`config.mk`:
```
export PLATFORM = sky130hd
export DESIGN_NAME = bus_arbiter
export DESIGN_NICKNAME = d
export VERILOG_FILES = /design/src/rtl/bus_arbiter_pkg.sv /design/src/rtl/bus_arbiter_rr_picker.sv /design/src/rtl/bus_arbiter.sv
export SDC_FILE = /design/constraint.sdc
export NUM_CORES = 1
export LEC_CHECK = 0
export ABC_AREA = 1
export BUFFER_PORTS_ARGS = -buffer_cell sky130_fd_sc_hd__buf_2
export CAP_MARGIN = 5
export CELL_PAD_IN_SITES_DETAIL_PLACEMENT = 1
export CELL_PAD_IN_SITES_GLOBAL_PLACEMENT = 1
export CORE_AREA = 2 2 121 123
export DETAILED_ROUTE_END_ITERATION = 10
export DIE_AREA = 0 0 123 125
export MAX_ROUTING_LAYER = met4
export PLACE_DENSITY = 0.81
export SETUP_SLACK_MARGIN = 0.5
export SYNTH_ARGS = -nofsm -noshare
export SYNTH_HDL_FRONTEND = slang
export SYNTH_SLANG_ARGS = --single-unit
```
`constraint.sdc`:
```
create_clock -name clk -period 2.1 [get_ports clk]
set_clock_uncertainty 0.15 [all_clocks]
set_input_delay 0.21 -clock clk [delete_from_list [all_inputs] [get_ports clk]]
set_output_delay 0.21 -clock clk [all_outputs]
set_load 0.005 [all_outputs]
```
`src/rtl/bus_arbiter_pkg.sv`:
```
// Shared types for the bus arbiter slice.
//   ttype_e     : bus transaction direction (READ / WRITE)
//   tsize_e     : bus transfer size
//   arb_state_e : arbiter FSM states (IDLE / BUSY)
//   idx_width() : width of a master index, never less than one bit
package bus_arbiter_pkg;

  typedef enum logic {
    READ  = 1'b0,
    WRITE = 1'b1
  } ttype_e;

  typedef enum logic [1:0] {
    SZ_BYTE = 2'd0,
    SZ_HALF = 2'd1,
    SZ_WORD = 2'd2
  } tsize_e;

  typedef enum logic {
    IDLE = 1'b0,
    BUSY = 1'b1
  } arb_state_e;

  function automatic int idx_width(input int n);
    return (n > 1) ? $clog2(n) : 1;
  endfunction

endpackage

```
`src/rtl/bus_arbiter_rr_picker.sv`:
```
// Round-robin winner selection, purely combinational.
// Ports:
//   i_req   [N_MASTERS-1:0] : request vector
//   i_last  [IW-1:0]        : most recently granted index (lowest priority)
//   o_valid                 : at least one request present
//   o_idx   [IW-1:0]        : winning index, searched from i_last+1 upward (mod N)
module rr_picker
  import bus_arbiter_pkg::*;
#(
  parameter int N_MASTERS = 2,
  localparam int IW = idx_width(N_MASTERS)
) (
  input  logic [N_MASTERS-1:0] i_req,
  input  logic [IW-1:0]        i_last,
  output logic                 o_valid,
  output logic [IW-1:0]        o_idx
);

  // Scan from the farthest candidate (i_last itself) to the nearest
  // (i_last+1); the last hit overwrites earlier ones, so the nearest wins.
  always_comb begin
    o_valid = 1'b0;
    o_idx   = '0;
    for (int k = N_MASTERS; k >= 1; k--) begin
      if (i_req[(int'(i_last) + k) % N_MASTERS]) begin
        o_valid = 1'b1;
        o_idx   = IW'((int'(i_last) + k) % N_MASTERS);
      end
    end
  end

endmodule

```
`src/rtl/bus_arbiter.sv`:
```
// Round-robin arbiter sharing one slave bus port between N_MASTERS masters.
// A grant is held for the whole transaction; a watchdog ends transactions
// the slave never completes with an error to the owning master.
// Ports:
//   clk, rst_n               : clock, asynchronous active-low reset
//   m_bstart/m_ttype/m_tsize/m_addr/m_wdata : per-master request fields
//   m_bgnt                   : one-hot grant
//   m_bdone/m_berror/m_rdata : per-master completion, error, read data
//   s_bstart/s_ttype/s_tsize/s_addr/s_wdata : slave request (muxed from owner)
//   s_rdata/s_bdone/s_berror : slave response
module bus_arbiter
  import bus_arbiter_pkg::*;
#(
  parameter int N_MASTERS = 2,
  parameter int TIMEOUT   = 256
) (
  input  logic                       clk,
  input  logic                       rst_n,
  input  logic [N_MASTERS-1:0]       m_bstart,
  input  ttype_e [N_MASTERS-1:0]     m_ttype,
  input  tsize_e [N_MASTERS-1:0]     m_tsize,
  input  logic [N_MASTERS-1:0][31:0] m_addr,
  input  logic [N_MASTERS-1:0][31:0] m_wdata,
  output logic [N_MASTERS-1:0]       m_bgnt,
  output logic [N_MASTERS-1:0]       m_bdone,
  output logic [N_MASTERS-1:0]       m_berror,
  output logic [N_MASTERS-1:0][31:0] m_rdata,
  output logic                       s_bstart,
  output ttype_e                     s_ttype,
  output tsize_e                     s_tsize,
  output logic [31:0]                s_addr,
  output logic [31:0]                s_wdata,
  input  logic [31:0]                s_rdata,
  input  logic                       s_bdone,
  input  logic                       s_berror
);

  localparam int IW   = idx_width(N_MASTERS);
  localparam int WD_W = (TIMEOUT > 0) ? $clog2(TIMEOUT + 1) : 1;
  localparam logic [WD_W-1:0] WD_LAST = (TIMEOUT > 0) ? WD_W'(TIMEOUT - 1) : '0;
  localparam logic            WD_EN   = (TIMEOUT > 0);

  arb_state_e      r_state, w_state_nxt;
  logic [IW-1:0]   r_owner, w_owner_nxt;
  logic [IW-1:0]   r_last,  w_last_nxt;
  logic [WD_W-1:0] r_wd,    w_wd_nxt;

  logic            w_busy;
  logic            w_timeout;
  logic            w_finish;
  logic            w_pick_valid;
  logic [IW-1:0]   w_pick_idx;

  assign w_busy    = (r_state == BUSY);
  // The slave's own completion takes precedence over the watchdog.
  assign w_timeout = WD_EN && w_busy && !s_bdone && (r_wd == WD_LAST);
  assign w_finish  = w_busy && (s_bdone || w_timeout);

  // Same picker serves IDLE arbitration and same-cycle re-arbitration on
  // completion; r_last equals the finishing owner, so it ranks lowest.
  rr_picker #(
    .N_MASTERS (N_MASTERS)
  ) u_picker (
    .i_req   (m_bstart),
    .i_last  (r_last),
    .o_valid (w_pick_valid),
    .o_idx   (w_pick_idx)
  );

  always_ff @(posedge clk or negedge rst_n) begin
    if (!rst_n) begin
      r_state <= IDLE;
      r_owner <= '0;
      r_last  <= IW'(N_MASTERS - 1);
      r_wd    <= '0;
    end else begin
      r_state <= w_state_nxt;
      r_owner <= w_owner_nxt;
      r_last  <= w_last_nxt;
      r_wd    <= w_wd_nxt;
    end
  end

  always_comb begin
    w_state_nxt = r_state;
    w_owner_nxt = r_owner;
    w_last_nxt  = r_last;
    w_wd_nxt    = r_wd;
    case (r_state)
      IDLE: begin
        if (w_pick_valid) begin
          w_state_nxt = BUSY;
          w_owner_nxt = w_pick_idx;
          w_last_nxt  = w_pick_idx;
          w_wd_nxt    = '0;
        end
      end
      BUSY: begin
        if (w_finish) begin
          w_wd_nxt = '0;
          if (w_pick_valid) begin
            w_owner_nxt = w_pick_idx;
            w_last_nxt  = w_pick_idx;
          end else begin
            w_state_nxt = IDLE;
          end
        end else if (r_wd != '1) begin
          // Saturating count: never wraps back into the expiry window.
          w_wd_nxt = r_wd + WD_W'(1);
        end
      end
      default: w_state_nxt = IDLE;
    endcase
  end

  // Outputs decode straight from state so an asynchronous reset clears
  // them immediately; the response path is a zero-latency forward.
  always_comb begin
    m_bgnt   = '0;
    m_bdone  = '0;
    m_berror = '0;
    m_rdata  = '0;
    s_bstart = 1'b0;
    s_ttype  = READ;
    s_tsize  = SZ_BYTE;
    s_addr   = '0;
    s_wdata  = '0;
    if (w_busy) begin
      m_bgnt[r_owner]   = 1'b1;
      s_bstart          = 1'b1;
      s_ttype           = m_ttype[r_owner];
      s_tsize           = m_tsize[r_owner];
      s_addr            = m_addr[r_owner];
      s_wdata           = m_wdata[r_owner];
      m_bdone[r_owner]  = s_bdone | w_timeout;
      m_berror[r_owner] = s_berror | w_timeout;
      m_rdata[r_owner]  = w_timeout ? 32'h0 : s_rdata;
    end
  end

endmodule

```
### Yosys cells after proc, flatten, opt, wreduce, memory -nomap -nowiden

Cells that the tools add are included.

| word-level totals | value |
|---|---|
| flip-flop bits (word level) | 12 |
| bits in latches | 0 |
| RAM bits | 0 |
| memory bits (read-only) | 0 |
| input bits | 172 |
| output and inout bits | 138 |
| word-level logic and storage cells | 76 |
| memories kept | 0 |

| cells by class | value |
|---|---|
| $add $sub $neg | 3 |
| $mul | 0 |
| divide/modulo/power cells | 0 |
| magnitude comparators | 4 |
| eq/ne operators | 5 |
| shifts and indexed selects | 0 |
| muxes and demuxes | 45 |
| bitwise operators | 8 |
| reductions and logical operators | 7 |

Operator list:

| operator | number |
|---|---|
| $mux W32 | 8 |
| $and A64 B64 Y64 | 1 |
| $mux W64 | 1 |
| $demux W32 S1 | 1 |
| $mux W9 | 3 |
| $mux W1 | 21 |
| $pmux W9 S2 | 1 |
| $mux W2 | 6 |
| $add A9 B1 Y9 const B | 1 |
| $eq A9 B8 Y1 const B | 1 |
| $ne A9 B9 Y1 const B | 1 |
| $lt A2 B3 Y1 const B | 2 |
| $pmux W1 S2 | 3 |
| $and A2 B2 Y2 | 2 |
| $logic_and A1 B1 Y1 | 4 |
| $ne A2 B1 Y1 const B | 2 |
| $ne A3 B1 Y1 const B | 1 |
| $add A1 B1 Y1 const B | 2 |
| $and A1 B1 Y1 const A | 2 |
| $lt A1 B2 Y1 const B | 1 |
| $or A1 B1 Y1 | 2 |
| $reduce_and A2 Y1 | 1 |
| $demux W1 S1 | 1 |
| $ge A1 B1 Y1 const B | 1 |
| other kinds (3) | 3 |

### Depth between registers and ports, before layout

| depth | value |
|---|---|
| depth in word-level cells | 10 |
| mapped depth | 13 |
| gate-level depth less buffers | 13 |

### Modules after synthesis

From an unflattened synthesis, not the netlist that was laid out.

| unflattened totals | value |
|---|---|
| cells, all modules | 295 |
| area total of the unflattened synthesis | 1831.8 µm² |

Modules (own cells, without submodules):

| module | instances | cells an instance | area each (µm²) |
|---|---|---|---|
| bus_arbiter | 1 | 292 | 1816.7 |
| rr_picker | 1 | 3 | 15.0 |

### Worst setup path before layout

Ideal clock, no wire load.

| path | value |
|---|---|
| path kind | register to output |
| from | register r_wd[0] |
| to | output m_rdata[10] (netlist name) |
| arrival | 1.584 ns |
| data required time | 1.740 ns |
| slack | 0.156 ns |
| cell stages (with the launch flop) | 11 |
| buffers on the path | 1 |
| path through | dfrtp_1 ha_1 nand2_1 inv_1 nand3_1 nor2_1 ha_1 nand3_1 buf_2 nand2_1 nor2_1 |

RTL lines:

| what | RTL line | RTL |
|---|---|---|
| start, declared | bus_arbiter.sv:46 | `logic [WD_W-1:0] r_wd, w_wd_nxt;` |
| start signal, assigned | bus_arbiter.sv:80 | `r_wd <= w_wd_nxt;` |
| end, declared | bus_arbiter.sv:27 | `output logic [N_MASTERS-1:0][31:0] m_rdata,` |

==> impl_metrics.yaml <==
global_routing:
  grt_max_degree: 35
  grt_pass1_wl_um: 21600
  grt_overflow_total: 0
  grt_use_total_pct: 19.1
  antenna_found_initial: 0
  busiest_layer: "met2"
  grtUsageMet1_pct: 23.0
  grtUsageMet3_pct: 4.70
  use_met2_pct: 31.8
  grt_pass1_vias: 3637
finish:
  drive_gt1_share_pct: 68.4
  finalCoreUtilization_pct: 35.1
  area_growth_pct: 172
  nets: 822
  num_antenna_cells: 0
  fillers: 1794
die:
  core_area_mm2: 0.0142
  initial_core_util_pct: 12.9
  placementRows: 44
  io_pins: 310
  dieArea_mm2: 0.0154
  die_w_um: 123
  dieHeight_um: 125
status:
  violations: "setup timing"
  status: "finished with violations"
clock_tree:
  cts.reportedPaths.clkPinSlew_ps: 50
  cts.htree.levels: 1
  insertion_delay_ps: 240
  cts-root-buf: "clkbuf_16"
  clock-sinks: 12
  clockBufferDepth: 2
  tritoncts: "done"
  cts_inserted_buffers: 3
worst_setup_path:
  critPathMaxFanout: 8
  worst-setup-path-type: "flop to primary output"
  startpoint_type: "flop"
  crit_path_end_kind: "primary output"
  arrival_ps: 2020
  worstPathRequired_ps: 1740
pwr:
  p_per_area_mw_per_mm2: 483
  p_leak_uw: 0.00288
  ir_worst_vdd_v: 0.000397
yosys:
  yosysSeqAreaShare_pct: 16.4
  synth_top_area_share_pct: 32.0
  yosysUniqueCellTypes: 21
  syn_area_mm2: 0.00184
  syn-num-nets: 467
  synthTopCellsByArea: "a22o_1, nor2_1, dfrtp_1, nand2_1, buf_2"
  syn-instance-count: 292
  synthArstFlopShare_pct: 100
  yosysMostFrequentCell: "nor2_1"
  ys_warn_count: 0
  yosys-top-cells-count: "nor2_1, a22o_1, nand2_1"
  synth_edf_count: 0
  ys_ff_latch: 12
  yosys.area.top_type: "a22o_1"
  synth_ff_type: "dfrtp_1"
  synth_area_per_cell_um2: 6.29
placement:
  gp_congestion: 0.836
  dp_hpwl_um: 10900
  port_buffers: 309
run:
  maxCapViolations: 0
routing:
  wl_per_cell_um: 19.6
  dr_total_vias: 3680
  firstDrtPassIters: 4
  drt_drc_violations_left: 0
  drt_wl_total_um: 16300
  detail-route-antenna-nets: 0
  via_per_inst: 4.43
  drt_iter0_drc: 93
timing:
  rsz0062_at_grt: "true"
  worst_slack_ps: -285
  fmax_mhz: 419
  fin_setup_tns_ps: -16250
  timing.final.crit_share_pct: 114
  hold_viol: 0
  maxSlewHeadroom_pct: 59.4
  setup_violations: 68
  period_minus_slack_ps: 2380
  worst_slew_pin_slew_ps: 608
  finalMaxSlewViolations: 0
worst_hold_path:
  min_path_type: "primary input to flop"
==> logic make-up after synthesis <==
kind of cell | share of synthesized area, %
flip-flops | 16.4
XOR/XNOR | 0.955
adder cells (fa/ha/maj) | 2.05
AO/OA/AOI/OAI | 34.2
AND/OR/NAND/NOR | 34.2
buffers and inverters | 12.2
==> power by group <==
part | internal, µW | leakage [µW] | switching (µW)
Clock | 289 | 0.0000442 | 110
Sequential | 246 | 0.000155 | 12.5
Combinational | 958 | 0.00268 | 797
==> critical path: stages, from the launching register on <==
cell,delay [ps]
dfrtp_1,350
ha_2,210
nand2_2,70
inv_2,80
nand3_4,80
nor2_4,130
ha_4,170
nand3_4,160
clkbuf_16,230
nand2_2,70
nor2_1,50
buf_2,160
==> layout make-up <==
type | instances | area, µm² | share of cell area (%)
timing repair buffer | 374 | 2640 | 53.0
inverter | 19 | 86.3 | 1.73
clock buffer | 4 | 88.8 | 1.78
tap | 184 | 230 | 4.61
multi-input combinational | 237 | 1640 | 32.8
sequential | 12 | 303 | 6.07
==> repair_timing <==
| action | in CTS | in global routing |
|---|---|---|
| setup endpoints to repair | 149 | 149 |
| resized for setup | 101 | 56 |
| cloned | 14 | 2 |
| hold buffers | 1 | 0 |
| endpoints found under the hold margin | 12 | 0 |
| pin swaps | 38 | 44 |
| buffers inserted | 29 | 6 |
==> sequential cells by signal, summed over array words and instances (netlist names) <==
name / count
r_last: 1
r_state: 1
r_owner: 1
r_wd: 9
==> worst paths after layout <==
path | from | depth (start not counted) | endpoint | slack (ps)
max | r_wd[0] | 11 | m_rdata[6] | -280
min | m_bstart[0] | 3 | r_state | 80
max reg2reg | r_wd[0] | 17 | r_wd[6] | -190
min reg2reg | r_last | 2 | r_last | 310
max in group asynchronous | rst_n | 2 | r_last | 1280
min in group asynchronous | rst_n | 2 | r_owner | 240
==> per-layer routing <==
| metal | routed length, µm | vias up |
|---|---|---|
| li1 | - | 1717 |
| met1 | 6490 | 1760 |
| met2 | 7890 | 180 |
| met3 | 1490 | 23 |
| met4 | 430 | 0 |
| met5 | 0 | - |
==> cells in the final DEF, fill, tap and decap left out, types with 4 or more instances in the layout <==
cell / n
nor2_1: 65
buf_12: 10
buf_4: 23
inv_2: 4
nand3_1: 7
dfrtp_1: 10
nor2_4: 4
inv_1: 13
buf_16: 15
nand2_2: 12
a22o_1: 66
buf_6: 27
clkbuf_16: 5
buf_2: 294
nand2_4: 23
nor2_2: 8
o21ai_1: 4
nand2_1: 29
==> through the flow <==
stage / instance area [µm²] / hold slack [ps] / power, µW / setup slack (ps) / instances
CTS: 4660 / 87.8 / 2350 / -251 / 822
finish: 4990 / 82.2 / 2410 / -285 / 830
global route: 4990 / 104 / 2550 / -383 / 830
global placement: 3610 / -37.4 / 1450 / 32.0 / 774
detailed placement: 3610 / -28.8 / 1450 / -36.6 / 774
floorplan: 1860 / -236 / 798 / 224 / 292
(Power assumes the default switching activity.)
